$ cat src/rtl/rv32i_types.sv
// Shared rv32i pipeline types.
// Control word, data word, funct3 enums and memory-stage states.
package rv32i_types;

    typedef logic [31:0] rv32i_word;

    typedef enum logic [2:0] {
        sb = 3'b000,
        sh = 3'b001,
        sw = 3'b010
    } store_funct3_t;

    typedef enum logic [2:0] {
        lb  = 3'b000,
        lh  = 3'b001,
        lw  = 3'b010,
        lbu = 3'b100,
        lhu = 3'b101
    } load_funct3_t;

    typedef enum logic [1:0] {
        IDLE,
        ACCESS,
        DONE
    } mem_state_t;

    typedef struct packed {
        logic       mem_read;
        logic       mem_write;
        logic [2:0] funct3;
        logic [4:0] rd;
        logic       load_regfile;
        logic [3:0] regfilemux_sel;
        rv32i_word  u_imm;
    } rv32i_control_word;

endpackage

$ cat src/rtl/mem_store_align.sv
// Store lane alignment for the memory stage.
// Maps funct3 and byte offset to byte mask, shifted data and misalign flag.
module mem_store_align
    import rv32i_types::*;
(
    input  logic [2:0]  i_funct3,
    input  logic [1:0]  i_offset,
    input  rv32i_word   i_rs2,
    output logic [3:0]  o_mbe,
    output rv32i_word   o_wdata,
    output logic        o_misalign
);

    logic w_byte;
    logic w_half;
    logic w_word;

    // Loads share the size encoding in funct3[1:0], so lhu/lbu align too.
    assign w_byte = (i_funct3[1:0] == 2'b00);
    assign w_half = (i_funct3[1:0] == 2'b01);
    assign w_word = (i_funct3[1:0] == 2'b10);

    assign o_wdata = i_rs2 << {i_offset, 3'b000};

    // Size-dependent lane mask and alignment check
    always_comb begin
        o_mbe      = 4'b0000;
        o_misalign = 1'b0;
        unique case (1'b1)
            w_byte: o_mbe = 4'b0001 << i_offset;
            w_half: begin
                o_mbe      = 4'b0011 << i_offset;
                o_misalign = i_offset[0];
            end
            w_word: begin
                o_mbe      = 4'b1111;
                o_misalign = |i_offset;
            end
            default: o_mbe = 4'b0000;
        endcase
    end

endmodule

$ cat src/rtl/mem_stage.sv
// rv32i memory-access stage and MEM/WB pipeline register.
// Issues one data-port transaction per memory op and stalls until done.
module mem_stage
    import rv32i_types::*;
#(
    parameter int unsigned TIMEOUT_CYCLES = 0
)
(
    input  logic              clk,
    input  logic              rst,
    input  logic              in_valid,
    input  rv32i_word         pc_in,
    input  rv32i_word         instruction_in,
    input  rv32i_control_word ctrl_word_in,
    input  rv32i_word         alu_in,
    input  rv32i_word         rs2_in,
    input  rv32i_word         br_en_in,
    input  logic              stall_in,
    output logic              data_read,
    output logic              data_write,
    output logic [3:0]        data_mbe,
    output rv32i_word         data_addr,
    output rv32i_word         data_wdata,
    input  rv32i_word         data_rdata,
    input  logic              data_resp,
    output logic              stall_out,
    output logic              misalign,
    output logic              mem_timeout,
    output logic              wb_valid,
    output rv32i_word         wb_pc,
    output rv32i_word         wb_instruction,
    output rv32i_control_word wb_ctrl,
    output rv32i_word         wb_alu,
    output rv32i_word         wb_br_en,
    output rv32i_word         wb_mdr,
    output logic [3:0]        wb_mem_byte_enable
);

    localparam logic [31:0] LP_LAST = 32'(TIMEOUT_CYCLES) - 32'd1;

    mem_state_t        r_state;
    mem_state_t        w_next;
    logic [31:0]       r_count;
    rv32i_word         r_hold;
    logic              r_dropped;
    logic              r_misalign;
    logic              r_timeout;

    logic              r_wb_valid;
    rv32i_word         r_wb_pc;
    rv32i_word         r_wb_instr;
    rv32i_control_word r_wb_ctrl;
    rv32i_word         r_wb_alu;
    rv32i_word         r_wb_br_en;
    rv32i_word         r_wb_mdr;
    logic [3:0]        r_wb_be;

    logic              w_mem_op;
    logic              w_align_err;
    logic              w_expire;
    logic              w_req;
    logic              w_adv;
    logic              w_kill;
    logic              w_cap;
    logic              w_set_to;
    logic              w_set_drop;
    rv32i_word         w_mdr;
    logic [3:0]        w_mbe;
    rv32i_word         w_wdata;
    rv32i_control_word w_wb_ctrl;

    mem_store_align u_align (
        .i_funct3   (ctrl_word_in.funct3),
        .i_offset   (alu_in[1:0]),
        .i_rs2      (rs2_in),
        .o_mbe      (w_mbe),
        .o_wdata    (w_wdata),
        .o_misalign (w_align_err)
    );

    assign w_mem_op = in_valid
                    & (ctrl_word_in.mem_read | ctrl_word_in.mem_write);

    // A zero timeout leaves the watchdog permanently disarmed.
    assign w_expire = (TIMEOUT_CYCLES != 0) && (r_count == LP_LAST);

    assign data_read  = w_req & ctrl_word_in.mem_read;
    assign data_write = w_req & ctrl_word_in.mem_write;
    assign data_mbe   = data_write ? w_mbe : 4'b0000;
    assign data_addr  = {alu_in[31:2], 2'b00};
    assign data_wdata = w_wdata;

    assign misalign    = r_misalign;
    assign mem_timeout = r_timeout;

    assign wb_valid           = r_wb_valid;
    assign wb_pc              = r_wb_pc;
    assign wb_instruction     = r_wb_instr;
    assign wb_ctrl            = r_wb_ctrl;
    assign wb_alu             = r_wb_alu;
    assign wb_br_en           = r_wb_br_en;
    assign wb_mdr             = r_wb_mdr;
    assign wb_mem_byte_enable = r_wb_be;

    // Next-state, request, stall and MEM/WB advance decisions
    always_comb begin
        w_next     = r_state;
        w_req      = 1'b0;
        stall_out  = 1'b0;
        w_adv      = 1'b0;
        w_kill     = 1'b0;
        w_cap      = 1'b0;
        w_set_to   = 1'b0;
        w_set_drop = 1'b0;
        w_mdr      = '0;
        unique case (r_state)
            IDLE: begin
                if (w_mem_op && !w_align_err) begin
                    w_req     = 1'b1;
                    stall_out = 1'b1;
                    w_next    = ACCESS;
                end else begin
                    w_adv  = !stall_in;
                    w_kill = w_mem_op;
                end
            end
            ACCESS: begin
                w_req     = 1'b1;
                stall_out = 1'b1;
                if (data_resp) begin
                    stall_out = 1'b0;
                    w_cap     = 1'b1;
                    if (!stall_in) begin
                        w_adv  = 1'b1;
                        w_mdr  = data_rdata;
                        w_next = IDLE;
                    end else begin
                        w_next = DONE;
                    end
                end else if (w_expire) begin
                    stall_out = 1'b0;
                    w_set_to  = 1'b1;
                    if (!stall_in) begin
                        w_adv  = 1'b1;
                        w_kill = 1'b1;
                        w_next = IDLE;
                    end else begin
                        w_set_drop = 1'b1;
                        w_next     = DONE;
                    end
                end
            end
            DONE: begin
                stall_out = stall_in;
                if (!stall_in) begin
                    w_adv  = 1'b1;
                    w_kill = r_dropped;
                    w_mdr  = r_dropped ? '0 : r_hold;
                    w_next = IDLE;
                end
            end
            default: w_next = IDLE;
        endcase
    end

    // Control word sent to writeback: bubbles clear it, dropped ops never write
    always_comb begin
        w_wb_ctrl              = ctrl_word_in;
        w_wb_ctrl.load_regfile = ctrl_word_in.load_regfile & ~w_kill;
        if (!in_valid) begin
            w_wb_ctrl = '0;
        end
    end

    // State, watchdog counter, response hold and sticky error flags
    always_ff @(posedge clk) begin
        if (!rst) begin
            r_state    <= IDLE;
            r_count    <= '0;
            r_hold     <= '0;
            r_dropped  <= 1'b0;
            r_misalign <= 1'b0;
            r_timeout  <= 1'b0;
        end else begin
            r_state <= w_next;
            if (r_state == ACCESS && w_next == ACCESS) begin
                r_count <= r_count + 32'd1;
            end else begin
                r_count <= '0;
            end
            if (w_cap) begin
                r_hold <= data_rdata;
            end
            if (r_state != DONE) begin
                r_dropped <= w_set_drop;
            end
            if (r_state == IDLE && w_mem_op && w_align_err) begin
                r_misalign <= 1'b1;
            end
            if (w_set_to) begin
                r_timeout <= 1'b1;
            end
        end
    end

    // MEM/WB register: loads only when neither side is stalling
    always_ff @(posedge clk) begin
        if (!rst) begin
            r_wb_valid <= 1'b0;
            r_wb_pc    <= '0;
            r_wb_instr <= '0;
            r_wb_ctrl  <= '0;
            r_wb_alu   <= '0;
            r_wb_br_en <= '0;
            r_wb_mdr   <= '0;
            r_wb_be    <= '0;
        end else if (w_adv) begin
            r_wb_valid <= in_valid;
            r_wb_pc    <= pc_in;
            r_wb_instr <= instruction_in;
            r_wb_ctrl  <= w_wb_ctrl;
            r_wb_alu   <= alu_in;
            r_wb_br_en <= br_en_in;
            r_wb_mdr   <= w_mdr;
            r_wb_be    <= {2'b00, alu_in[1:0]};
        end
    end

endmodule

$ cat config.mk
export PLATFORM = sky130hd
export DESIGN_NAME = mem_stage
export DESIGN_NICKNAME = d
export VERILOG_FILES = /design/src/rtl/rv32i_types.sv /design/src/rtl/mem_store_align.sv /design/src/rtl/mem_stage.sv
export SDC_FILE = /design/constraint.sdc
export NUM_CORES = 1
export LEC_CHECK = 0
export ABC_AREA = 1
export CORE_AREA = 8 8 198 200
export CTS_BUF_LIST = sky130_fd_sc_hd__clkbuf_4 sky130_fd_sc_hd__clkbuf_8
export CTS_CLUSTER_DIAMETER = 50
export DETAILED_ROUTE_END_ITERATION = 16
export DIE_AREA = 0 0 206 208
export PLACE_DENSITY_LB_ADDON = 0.08
export SYNTH_ARGS = -nofsm -noshare
export SYNTH_HDL_FRONTEND = slang
export SYNTH_SLANG_ARGS = --single-unit
$ cat constraint.sdc
create_clock -name clk -period 2.4 [get_ports clk]
set_input_delay 0.6 -clock clk [delete_from_list [all_inputs] [get_ports clk]]
set_output_delay 0.6 -clock clk [all_outputs]
set_load 0.05 [all_outputs]
==> summary.md <==
| Metric | Value |
|---|---|
| Status | complete, but fails checks |
| Failing checks | negative setup slack |
| Final wirelength | 51.3 mm |
| Largest net degree at the start of global routing | 61 |
| Post-synthesis sequential area ratio | 46.4% |
| Port Buffers | 523 |
| YS warnings | 0 |
| DR vias | 11,800 |
| CTS root buffer | clkbuf_8 |
| Post-DRT Antenna Nets | 0 |
| Max-cap violation count | 0 |
| Share of power burned in registers | 33.3% |
| Switching Share | 33.9% |
| Post-synth EDFFs | 0 |
| Antenna violations before repair | 13 |
| Psw | 0.00448 W |
| Post-synth ARST share | 0% |
| Cell Pwr Density | 693 nW/um2 |
| Setup Viol. Count Final | 8 |
| I/O Pins | 529 |
| Clock net sink count | 243 |
| P_int | 0.00873 W |
| Worst Setup End Kind | primary output |
| Synthesized area | 10,500 um2 |
| Filler cells | 3,459 |
| Required time worst endpoint | 1.80 ns |
| Slew Viols, Final | 0 |
| Detailed Routing Iterations Pass 1 | 6 |
| DR WL/cell | 20.9 um |
| Period utilisation layout | 103% |
| Most frequent cells in the layout | 367 x nand2_1, 294 x clkdlybuf4s50_1, 247 x a21oi_1 |
| RSZ-0062 raised after global routing | yes |
| Final hold viol count | 0 |
| Tightest Hold Check Type | flop to flop |
| Total grt overflow | 0 |
| CP arrival | 1.87 ns |
| Worst VDD drop | 0.000521 V |
| Syn Area/Cell | 7.54 um2 |
| Die Wd | 206 um |
| Crit Path Class | flop to primary output |
| CP Max Fanout | 5 |
| Crit path time final | 2.47 ns |
| First-pass GRT wire length | 71.5 mm |
| Slew HR | 59.5% |
| Residual DRC | 0 |
| Distinct cells, synth | 28 |
| Power consumption | 0.0132 W |
| Gr usage total | 21.3% |
| Final worst slack | -0.0683 ns |
| Synth Instances | 1,390 |
| P_leak | 8.20 nW |
| Flop2flop setup slack | -0.01 ns |
| Worst slew pin tran | 0.609 ns |
| Seq cells post-synth | 243 |
| Clk Latency, worst-skew pair | 0.58 ns |
| CTS buffer count | 47 |
| Setup TNS | -0.366 ns |
| Nets | 2,187 |
| Hold-fix buffers, CTS | 0 |
| Die Ht | 208 um |
| CTS tree | done |
| Top_reg_cell synth | dfxtp_1 |
| Number of global-route vias before repair | 11,500 |
| Clock Power Share | 34.4% |
| Area Growth Syn to Fin | 81.9% |
| Gpl congestion | 0.821 |
| Crit path launch type | flop |
| CTS Buffer Depth | 3 |
| Logic pwr share | 32.3% |
| DP Wirelength | 34.9 mm |
| Via/cell ratio | 4.80 |
| Core Rows | 70 |
| 1st-iter DRT viols | 693 |
| Die Footprint | 42,800 um2 |
| Commonest non-fill, non-tap cell in the layout | nand2_1 |
| Starting Density | 29.0% |
| Fmax | 405 MHz |
| H-tree depth | 2 |
| Worst-path clk slew | 0.06 ns |
| Clk_skew | 0.0220 ns |
| Core Area | 36,100 um2 |
| Share of cells above drive strength 1 | 18.3% |
power groups by stage:
stage	Clock (W)	Combinational, W	Sequential [W]
final	0.00455	0.00426	0.00440
after floorplan	0	0.00139	0.00521
after global routing	0.00490	0.00448	0.00443
after detailed placement	0	0.00375	0.00449
after CTS	0.00469	0.00378	0.00440
after global placement	0	0.00374	0.00448
metrics by stage:
stage	cell area [um2]	hold slack [ns]	util, %	worst slack (ns)	cells
5_1_grt	19100	0.473	52.8	-0.163	2452
4_1_cts	18200	0.458	50.4	-0.161	2418
6_report	19100	0.452	52.8	-0.0683	2452
3_5_place_dp	17000	0.451	47.0	-0.519	2307
3_3_place_gp	17000	0.447	47.0	-0.512	2307
2_1_floorplan	10600	0.446	-	-0.190	1394
worst max-delay path, cell delays in order, from the launching register on:
cell and delay [ns]:
dfxtp_4 0.39, inv_4 0.05, ha_4 0.17, nand2_4 0.07
inv_4 0.04, nand2_4 0.05, inv_2 0.04, o21ai_2 0.12
buf_6 0.17, nor2_4 0.05, buf_12 0.14
synth_stat cells (2+ instances only):
| cell | instances | share of area, % |
|---|---|---|
| a21boi_0 | 33 | 2.4 |
| buf_2 | 21 | 1.0 |
| nor2_1 | 38 | 1.4 |
| nand2_4 | 2 | 0.21 |
| a22oi_1 | 8 | 0.57 |
| buf_4 | 54 | 3.9 |
| a21oi_1 | 252 | 12 |
| clkbuf_1 | 59 | 2.1 |
| nand2_2 | 2 | 0.12 |
| buf_1 | 10 | 0.36 |
| inv_1 | 24 | 0.86 |
| nand3b_1 | 44 | 3.2 |
| o21ai_0 | 19 | 0.91 |
| ha_1 | 6 | 0.72 |
| nand2_1 | 382 | 14 |
| o22ai_1 | 7 | 0.42 |
| dfxtp_1 | 243 | 46 |
| buf_6 | 13 | 1.4 |
| nand3_1 | 164 | 7.8 |
area by class of cell:
type / instances / area [um2] / area share (%)
clock inverters: 12 / 121 / 0.637
inverters: 25 / 114 / 0.598
multi-input cells: 970 / 4990 / 26.2
well taps: 468 / 586 / 3.07
diodes: 10 / 25.0 / 0.131
repair buffers: 650 / 7420 / 38.9
flip-flops and latches: 243 / 4870 / 25.6
clock buffers: 74 / 931 / 4.89
path summary, 6_finish.rpt:
kind                   start           to  cells past startpoint
setup / recovery  r_state[0]  data_mbe[2]                     10
setup reg to reg  r_state[0]  wb_ctrl[36]                     18
hold / removal     wb_pc[25]    wb_pc[25]                      2
hold reg to reg    wb_pc[25]    wb_pc[25]                      2
routing by layer:
layer | wire (um) | GRT usage (%) | part of all wire (%)
met4 | 1550 | 9.94 | 3.0
met2 | 25700 | 35.7 | 50
met3 | 4000 | 6.57 | 7.8
met1 | 20000 | 24.3 | 39
met5 | 42 | 0 | 0.082
state kept, by name, summed over array words and instances, names as in the netlist:
register / count
wb_alu: 32
r_state: 2
wb_ctrl: 47
wb_instruction: 32
misalign: 1
wb_valid: 1
wb_br_en: 32
wb_mdr: 32
r_hold: 32
wb_pc: 32
timing repair:
action,4_1_cts,5_1_grt
pin swaps,7,17
resized for setup,164,120
setup buffers,25,13
endpoints found under the hold margin,0,0
gates cloned,0,16
setup endpoints to repair,152,268
logic make-up after synthesis:
kind of cell    count (synthesis)  share of synthesized area [%]
compound gates                323                           16.6
fa+ha+maj                       6                          0.716
flops                         243                           46.4
buf+inv                       182                           9.64
simple gates                  635                           26.6
other cells                     1                         0.0358
(Power assumes the default switching activity.)
